### config.mk
export PLATFORM = sky130hd
export DESIGN_NAME = ram_port_arbiter
export DESIGN_NICKNAME = d
export VERILOG_FILES = /design/src/rtl/ram_port_arbiter.sv
export SDC_FILE = /design/constraint.sdc
export NUM_CORES = 1
export LEC_CHECK = 0
export ABC_AREA = 1
export BUFFER_PORTS_ARGS = -buffer_cell sky130_fd_sc_hd__buf_4
export CAP_MARGIN = 20
export CORE_AREA = 10 10 60 74
export CTS_CLUSTER_SIZE = 10
export DETAILED_ROUTE_END_ITERATION = 6
export DIE_AREA = 0 0 70 84
export MAX_ROUTING_LAYER = met4
export PLACE_DENSITY = 0.74
export SYNTH_ARGS = -nofsm -noshare
export SYNTH_HDL_FRONTEND = slang
export SYNTH_SLANG_ARGS = --single-unit
### constraint.sdc
create_clock -name clk_i -period 1.3 [get_ports clk_i]
set_input_delay 0.26 -clock clk_i [delete_from_list [all_inputs] [get_ports clk_i]]
set_output_delay 0.26 -clock clk_i [all_outputs]
set_load 0.1 [all_outputs]
### src/rtl/ram_port_arbiter.sv
// Two-requester arbiter in front of a single-port synchronous RAM, with an
// optional post-reset sweep that writes a fixed value to every word.
module ram_port_arbiter #(
  parameter int                ADDR_W    = 13,
  parameter int                DATA_W    = 2,
  parameter bit                CLEAR_EN  = 1'b1,
  parameter logic [DATA_W-1:0] CLEAR_VAL = '0
) (
  input  logic              clk_i,
  input  logic              rst_i,
  input  logic              req0_i,
  input  logic              we0_i,
  input  logic [ADDR_W-1:0] addr0_i,
  input  logic [DATA_W-1:0] di0_i,
  input  logic              req1_i,
  input  logic              we1_i,
  input  logic [ADDR_W-1:0] addr1_i,
  input  logic [DATA_W-1:0] di1_i,
  output logic              ack0_o,
  output logic              ack1_o,
  output logic [DATA_W-1:0] do0_o,
  output logic [DATA_W-1:0] do1_o,
  output logic              dv0_o,
  output logic              dv1_o,
  output logic              ram_en_o,
  output logic              ram_we_o,
  output logic [ADDR_W-1:0] ram_addr_o,
  output logic [DATA_W-1:0] ram_di_o,
  input  logic [DATA_W-1:0] ram_do_i,
  output logic              busy_o
);

  typedef enum logic {
    ST_CLEAR,
    ST_SERVE
  } state_e;

  localparam state_e            RST_STATE = CLEAR_EN ? ST_CLEAR : ST_SERVE;
  localparam logic [ADDR_W-1:0] LAST_ADDR = '1;

  state_e              state_q, state_d;
  logic [ADDR_W-1:0]   cnt_q, cnt_d;
  logic                pri_q, pri_d;   // 0: requester 0 wins a tie, 1: requester 1
  logic                dv0_q, dv0_d;
  logic                dv1_q, dv1_d;
  logic                grant0, grant1;

  // NOTE: state registers use non-blocking assignments so every flop samples
  // the pre-edge values; blocking here would create order-dependent races.
  always_ff @(posedge clk_i) begin
    if (rst_i) begin
      state_q <= RST_STATE;
      cnt_q   <= '0;
      pri_q   <= 1'b0;
      dv0_q   <= 1'b0;
      dv1_q   <= 1'b0;
    end else begin
      state_q <= state_d;
      cnt_q   <= cnt_d;
      pri_q   <= pri_d;
      dv0_q   <= dv0_d;
      dv1_q   <= dv1_d;
    end
  end

  // NOTE: every signal driven here gets a default first, so no path through
  // the case/if tree can leave one unassigned and infer a latch.
  always_comb begin
    state_d    = state_q;
    cnt_d      = cnt_q;
    pri_d      = pri_q;
    grant0     = 1'b0;
    grant1     = 1'b0;
    ram_en_o   = 1'b0;
    ram_we_o   = 1'b0;
    ram_addr_o = '0;
    ram_di_o   = '0;
    busy_o     = 1'b0;

    // Reset is synchronous for the state, but the port is quiet immediately.
    if (!rst_i) begin
      case (state_q)
        ST_CLEAR: begin
          busy_o     = 1'b1;
          ram_en_o   = 1'b1;
          ram_we_o   = 1'b1;
          ram_addr_o = cnt_q;
          ram_di_o   = CLEAR_VAL;
          if (cnt_q == LAST_ADDR) begin
            state_d = ST_SERVE;
            cnt_d   = '0;
          end else begin
            cnt_d = cnt_q + 1'b1;
          end
        end

        ST_SERVE: begin
          grant0 = req0_i & (~req1_i | ~pri_q);
          grant1 = req1_i & ~grant0;
          if (grant0) begin
            ram_en_o   = 1'b1;
            ram_we_o   = we0_i;
            ram_addr_o = addr0_i;
            ram_di_o   = di0_i;
            pri_d      = 1'b1;
          end else if (grant1) begin
            ram_en_o   = 1'b1;
            ram_we_o   = we1_i;
            ram_addr_o = addr1_i;
            ram_di_o   = di1_i;
            pri_d      = 1'b0;
          end
        end

        default: state_d = RST_STATE;
      endcase
    end
  end

  // Read data returns one cycle after the grant; tag it with its owner.
  assign dv0_d  = grant0 & ~we0_i;
  assign dv1_d  = grant1 & ~we1_i;

  assign ack0_o = grant0;
  assign ack1_o = grant1;
  assign dv0_o  = dv0_q & ~rst_i;
  assign dv1_o  = dv1_q & ~rst_i;
  assign do0_o  = ram_do_i;
  assign do1_o  = ram_do_i;

endmodule

* Yosys cells after proc, flatten, opt, wreduce, memory -nomap -nowiden *
Cells that the tools add are included.

word-level totals
  bits in registers = 17
  bits of input ports = 38
  output and inout port bits = 26
  word-level logic and storage cells = 50

cells by class
  add/sub/neg operators = 1
  equality and inequality tests = 1
  multiplexer cells = 27
  bitwise gates (word level) = 14
  reduce and logical (&&, ||, !) cells = 2

operators with widths
  operator                                                         count
  13-bit two-way mux                                               4
  13-bit case mux with 2 select lines                              1
  1-bit two-way mux                                                16
  13-bit by 1-bit adder with 13-bit output, second input constant  1
  13-bit equality test, second input constant                      1
  1-bit inverter                                                   7
  1-bit AND                                                        6
  2-bit two-way mux                                                3
  1-bit case mux with 2 select lines                               2
  2-bit case mux with 2 select lines                               1
  2-bit AND reduction                                              1
  2-bit nonzero test                                               1
  1-bit OR                                                         1

* Logic depth before layout (Yosys ltp) *
  depth after elaboration = 9
  depth in mapped cells = 8

* Least setup slack after synthesis *
No wires, ideal clock.

  path type = register to output
  from = register state_q
  to = output port ram_addr_o[0]
  arrival time = 2.396 ns
  required time = 1.040 ns
  path slack = -1.356 ns
  stages on the path, launching flop included = 6
  buffers on the path = 2
  cell sequence = dfxtp_1 buf_6 inv_4 buf_2 nand2_1 a31oi_1

on the way
  cells in the longest elaborated chain, start to end = 3

ends and longest elaborated chain
  what                                   RTL line  source
  start: declaration                     41        state_e state_q, state_d;
  start signal: assignment               58        state_q <= state_d;
  1-bit inverter                         --
  13-bit case mux with 2 select lines *  82        case (state_q)
  13-bit two-way mux *                   81        if (!rst_i) begin
  end: declaration                       27        output logic [ADDR_W-1:0] ram_addr_o,

Every way passes the cells marked *; elsewhere a longest branch is shown, timed or not.

* Worst setup path after layout *
  from = register pri_q
  to = output port ram_addr_o[11]

on the way
  cells in the longest elaborated chain, start to end = 9

ends and longest elaborated chain
  what                                   RTL line  source
  start: declaration                     43        logic pri_q, pri_d;
  start signal: assignment               60        pri_q <= pri_d;
  1-bit inverter *                       98        grant0 = req0_i & (~req1_i | ~pri_q);
  1-bit OR *                             98
  1-bit AND *                            98
  1-bit inverter                         99        grant1 = req1_i & ~grant0;
  1-bit AND                              99
  13-bit two-way mux                     106       end else if (grant1) begin
  13-bit two-way mux *                   100       if (grant0) begin
  13-bit case mux with 2 select lines *  82
  13-bit two-way mux *                   81

Marks and branches as above.

==> flow_metrics.env <==
export IMPL_status="finished, violations left"
export IMPL_violations="negative setup slack"
export IMPL_syn_to_final_growth_pct=114
export IMPL_skew_ps=3.08
export IMPL_min_from="we1_i"
export IMPL_fmax_ghz=0.570
export IMPL_ant_nets=0
export IMPL_p_leak_nw=1.10
export IMPL_seq_area_sq_um=357
export IMPL_die_h_microns=84
export IMPL_yosys_warnings=0
export IMPL_ys_seq_elements=17
export IMPL_n_antenna_cell=0
export IMPL_path_depth=8
export IMPL_start_util_pct=38.2
export IMPL_end_kind="output port"
export IMPL_dieArea_sq_um=5880
export IMPL_multi_input_area_sq_um=1070
export IMPL_synth_cells=191
export IMPL_grt_pass1_vias=1664
export IMPL_setup_viol=20
export IMPL_synth_top_cell_area_share_pct=28.7
export IMPL_core_region_area_sq_um=3110
export IMPL_setup_tns_ps=-7630
export IMPL_vias=1581
export IMPL_dieWidth_microns=70
export IMPL_synth_area_leaders="dfxtp_1, nand2_1, nor2_1, nand3_1, inv_1"
export IMPL_relSlewSlack_pct=81.5
export IMPL_min_period_ps=1750
export IMPL_drtPass1Iterations=4
export IMPL_slowest_delay_ps=340
export IMPL_htreeDepth=1
export IMPL_hold_class="in2reg"
export IMPL_ys_seq_area_share_pct=28.7
export IMPL_place_gp_congestion=0.834
export IMPL_path_max_fanout=11
export IMPL_drv_slew=0
export IMPL_p_total_mw=1.31
export IMPL_cp_num_buf_inv=2
export IMPL_rr_startpoint="cnt_q[0]$_SDFFE_PP0N_"
export IMPL_synth_area_sq_um=1190
export IMPL_track_usage_pct=17.3
export IMPL_hold_violations=0
export IMPL_synth_avg_cell_area_sq_um=6.21
export IMPL_clkTransAtPathRegs_ps=70
export IMPL_r2r_cells=7
export IMPL_pin_count=64
export IMPL_yosysUniqueCellTypes=26
export IMPL_fin_ws_ps=-455
export IMPL_startpoint="pri_q$_SDFFE_PP0P_"
export IMPL_start_kind="flip-flop"
export IMPL_ir_drop_v=0.000645
export IMPL_required_ps=1040
export IMPL_worstSetupEndpoint="ram_addr_o[11]"
export IMPL_dp_hpwl_microns=3300
export IMPL_ff2ff_setup_slack_ps=30
export IMPL_cp_slowest_cell="dfxtp_2"
export IMPL_cts_buffer_depth=2
export IMPL_cts_root_buffer_cell="clkbuf_8"
export IMPL_clock_latency_ps=260
export IMPL_critPathTopFamily="simple AND/OR/NAND/NOR gates"
export IMPL_yosysTopAreaCell="dfxtp_1"
export IMPL_drcViolationCount=0
export IMPL_antenna_found_initial=0
export IMPL_cts_sinks=17
export IMPL_dr_first_iter_drc_count=102
export IMPL_vias_per_cell=5.10
export IMPL_rsz0062_at_grt="yes"
export IMPL_grt_max_degree=12
export IMPL_path_cells="nand2_2, nand2_4, nand2_4, nor2_4, buf_12, nand2_2, nand3_4, buf_12"
export IMPL_worstPathArrival_ps=1490
export IMPL_r2r_end="cnt_q[10]$_SDFFE_PP0N_"
export IMPL_port_buffers=57
export IMPL_nFillCells=175
export IMPL_critPathKind="reg2out"
export IMPL_avgRoutedWirePerCell_microns=17.5
export IMPL_maxCapViolations=0
export IMPL_syn_nets=230
export IMPL_tritoncts="done"
export IMPL_grt_pass1_wl_microns=8220
export IMPL_cts_buffers=3
export IMPL_fp_row_count=23
export IMPL_nets=313
export IMPL_tightest_slew_ps=279
export IMPL_drive_above_1_share_pct=63.7
export IMPL_powerDensity_nw_per_um2=516
export IMPL_period_share_pct=135
export IMPL_grt_overflow_total=0
export IMPL_routed_wl_microns=5440
-- cell families after synthesis --
| group | after synthesis | share of synthesized area, % |
|---|---|---|
| adders and majority gates | 1 | 1.05 |
| buffers and inverters | 26 | 11.8 |
| DFF | 17 | 28.7 |
| and+or+nand+nor | 130 | 48.3 |
| xor gates and xnor gates | 5 | 3.69 |
| AOI/OAI and AO/OA | 12 | 6.44 |
-- metrics by stage --
step / utilization [%] / hold WS [ps] / instances / worst slack [ps] / instance area, sq um
floorplan: - / 332 / 191 / -301 / 1500
global placement: 66.8 / 433 / 300 / -275 / 2080
detailed placement: 66.8 / 439 / 300 / -310 / 2080
CTS: 79.3 / 175 / 308 / -390 / 2470
global route: 81.8 / 172 / 310 / -510 / 2540
finish: 81.8 / 171 / 310 / -455 / 2540
-- cell usage after synthesis --
| library cell | n |
|---|---|
| nand4_1 | 4 |
| nor2_2 | 5 |
| buf_4 | 4 |
| inv_2 | 3 |
| buf_2 | 2 |
| nor2_4 | 2 |
| xor2_1 | 3 |
| dfxtp_1 | 17 |
| inv_4 | 1 |
| nor2_1 | 26 |
| nand2_2 | 7 |
| a21oi_1 | 4 |
| a22o_1 | 2 |
| inv_1 | 12 |
| a31oi_1 | 3 |
| nor3_1 | 2 |
| ha_1 | 1 |
| clkbuf_1 | 1 |
| o21ai_0 | 1 |
| o21bai_1 | 1 |
| nand2_1 | 64 |
| nor3b_1 | 1 |
| o31ai_1 | 1 |
| nand3_1 | 19 |
| xnor2_1 | 2 |
| buf_6 | 3 |
-- placed cells by master (no fill, tap or decap) --
| cell type | Yosys | layout |
|---|---|---|
| a21oi_1 | 4 | 4 |
| a22o_4 | 0 | 2 |
| a31oi_4 | 0 | 3 |
| buf_12 | 0 | 22 |
| buf_4 | 4 | 61 |
| buf_6 | 3 | 5 |
| clkbuf_8 | 0 | 3 |
| clkinv_2 | 0 | 1 |
| dfxtp_1 | 17 | 8 |
| dfxtp_2 | 0 | 7 |
| dfxtp_4 | 0 | 2 |
| ha_4 | 0 | 1 |
| inv_1 | 12 | 10 |
| inv_2 | 3 | 5 |
| inv_4 | 1 | 1 |
| nand2_1 | 64 | 36 |
| nand2_2 | 7 | 31 |
| nand2_4 | 0 | 4 |
| nand3_1 | 19 | 6 |
| nand3_2 | 0 | 2 |
| nand3_4 | 0 | 11 |
| nand4_1 | 4 | 4 |
| nor2_1 | 26 | 21 |
| nor2_2 | 5 | 4 |
| nor2_4 | 2 | 8 |
| nor3_1 | 2 | 2 |
| nor3b_1 | 1 | 1 |
| o21ai_0 | 1 | 1 |
| o21bai_1 | 1 | 1 |
| o31ai_4 | 0 | 1 |
| xnor2_1 | 2 | 2 |
| xor2_1 | 3 | 3 |
-- final cells by class --
type                            instances  area share [%]
Clock buffer                            3            1.62
Timing Repair Buffer                   88            37.6
Clock inverter                          1           0.197
Multi-Input combinational cell        148            42.3
Inverter                               16            2.46
Tap cell                               37            1.82
Sequential cell                        17            14.0
-- flip-flops by register name (all words and copies together), names as in the netlist --
name	cells
pri_q	1
cnt_q	13
dv1_q	1
state_q	1
dv0_q	1
-- metal layers --
layer	global-route usage (%)	up-vias	wire length [microns]
met1	17.7	749	2080
met2	32.0	58	2930
met4	6.47	0	86
met5	-	-	0
met3	2.74	7	337
li1	-	767	-
-- power breakdown --
group | internal (mW) | total [mW] | leakage [nW] | switching, mW
clock network | 0.213 | 0.421 | 0.0255 | 0.208
logic | 0.163 | 0.351 | 0.928 | 0.188
registers | 0.527 | 0.540 | 0.142 | 0.0124
-- how the worst min path moves through the flow --
stage	cells past startpoint	to
finish	2	dv1_q$_SDFF_PP0_
global route	2	dv1_q$_SDFF_PP0_
CTS	2	dv1_q$_SDFF_PP0_
detailed placement	2	dv0_q$_SDFF_PP0_
global placement	2	dv0_q$_SDFF_PP0_
floorplan	1	dv0_q$_SDFF_PP0_
-- repair_timing --
item,CTS,global route
hold buffers,0,0
pin swaps,7,7
setup endpoints to repair,27,32
resized for setup,79,17
setup buffers,4,2
(Power assumes the default switching activity.)
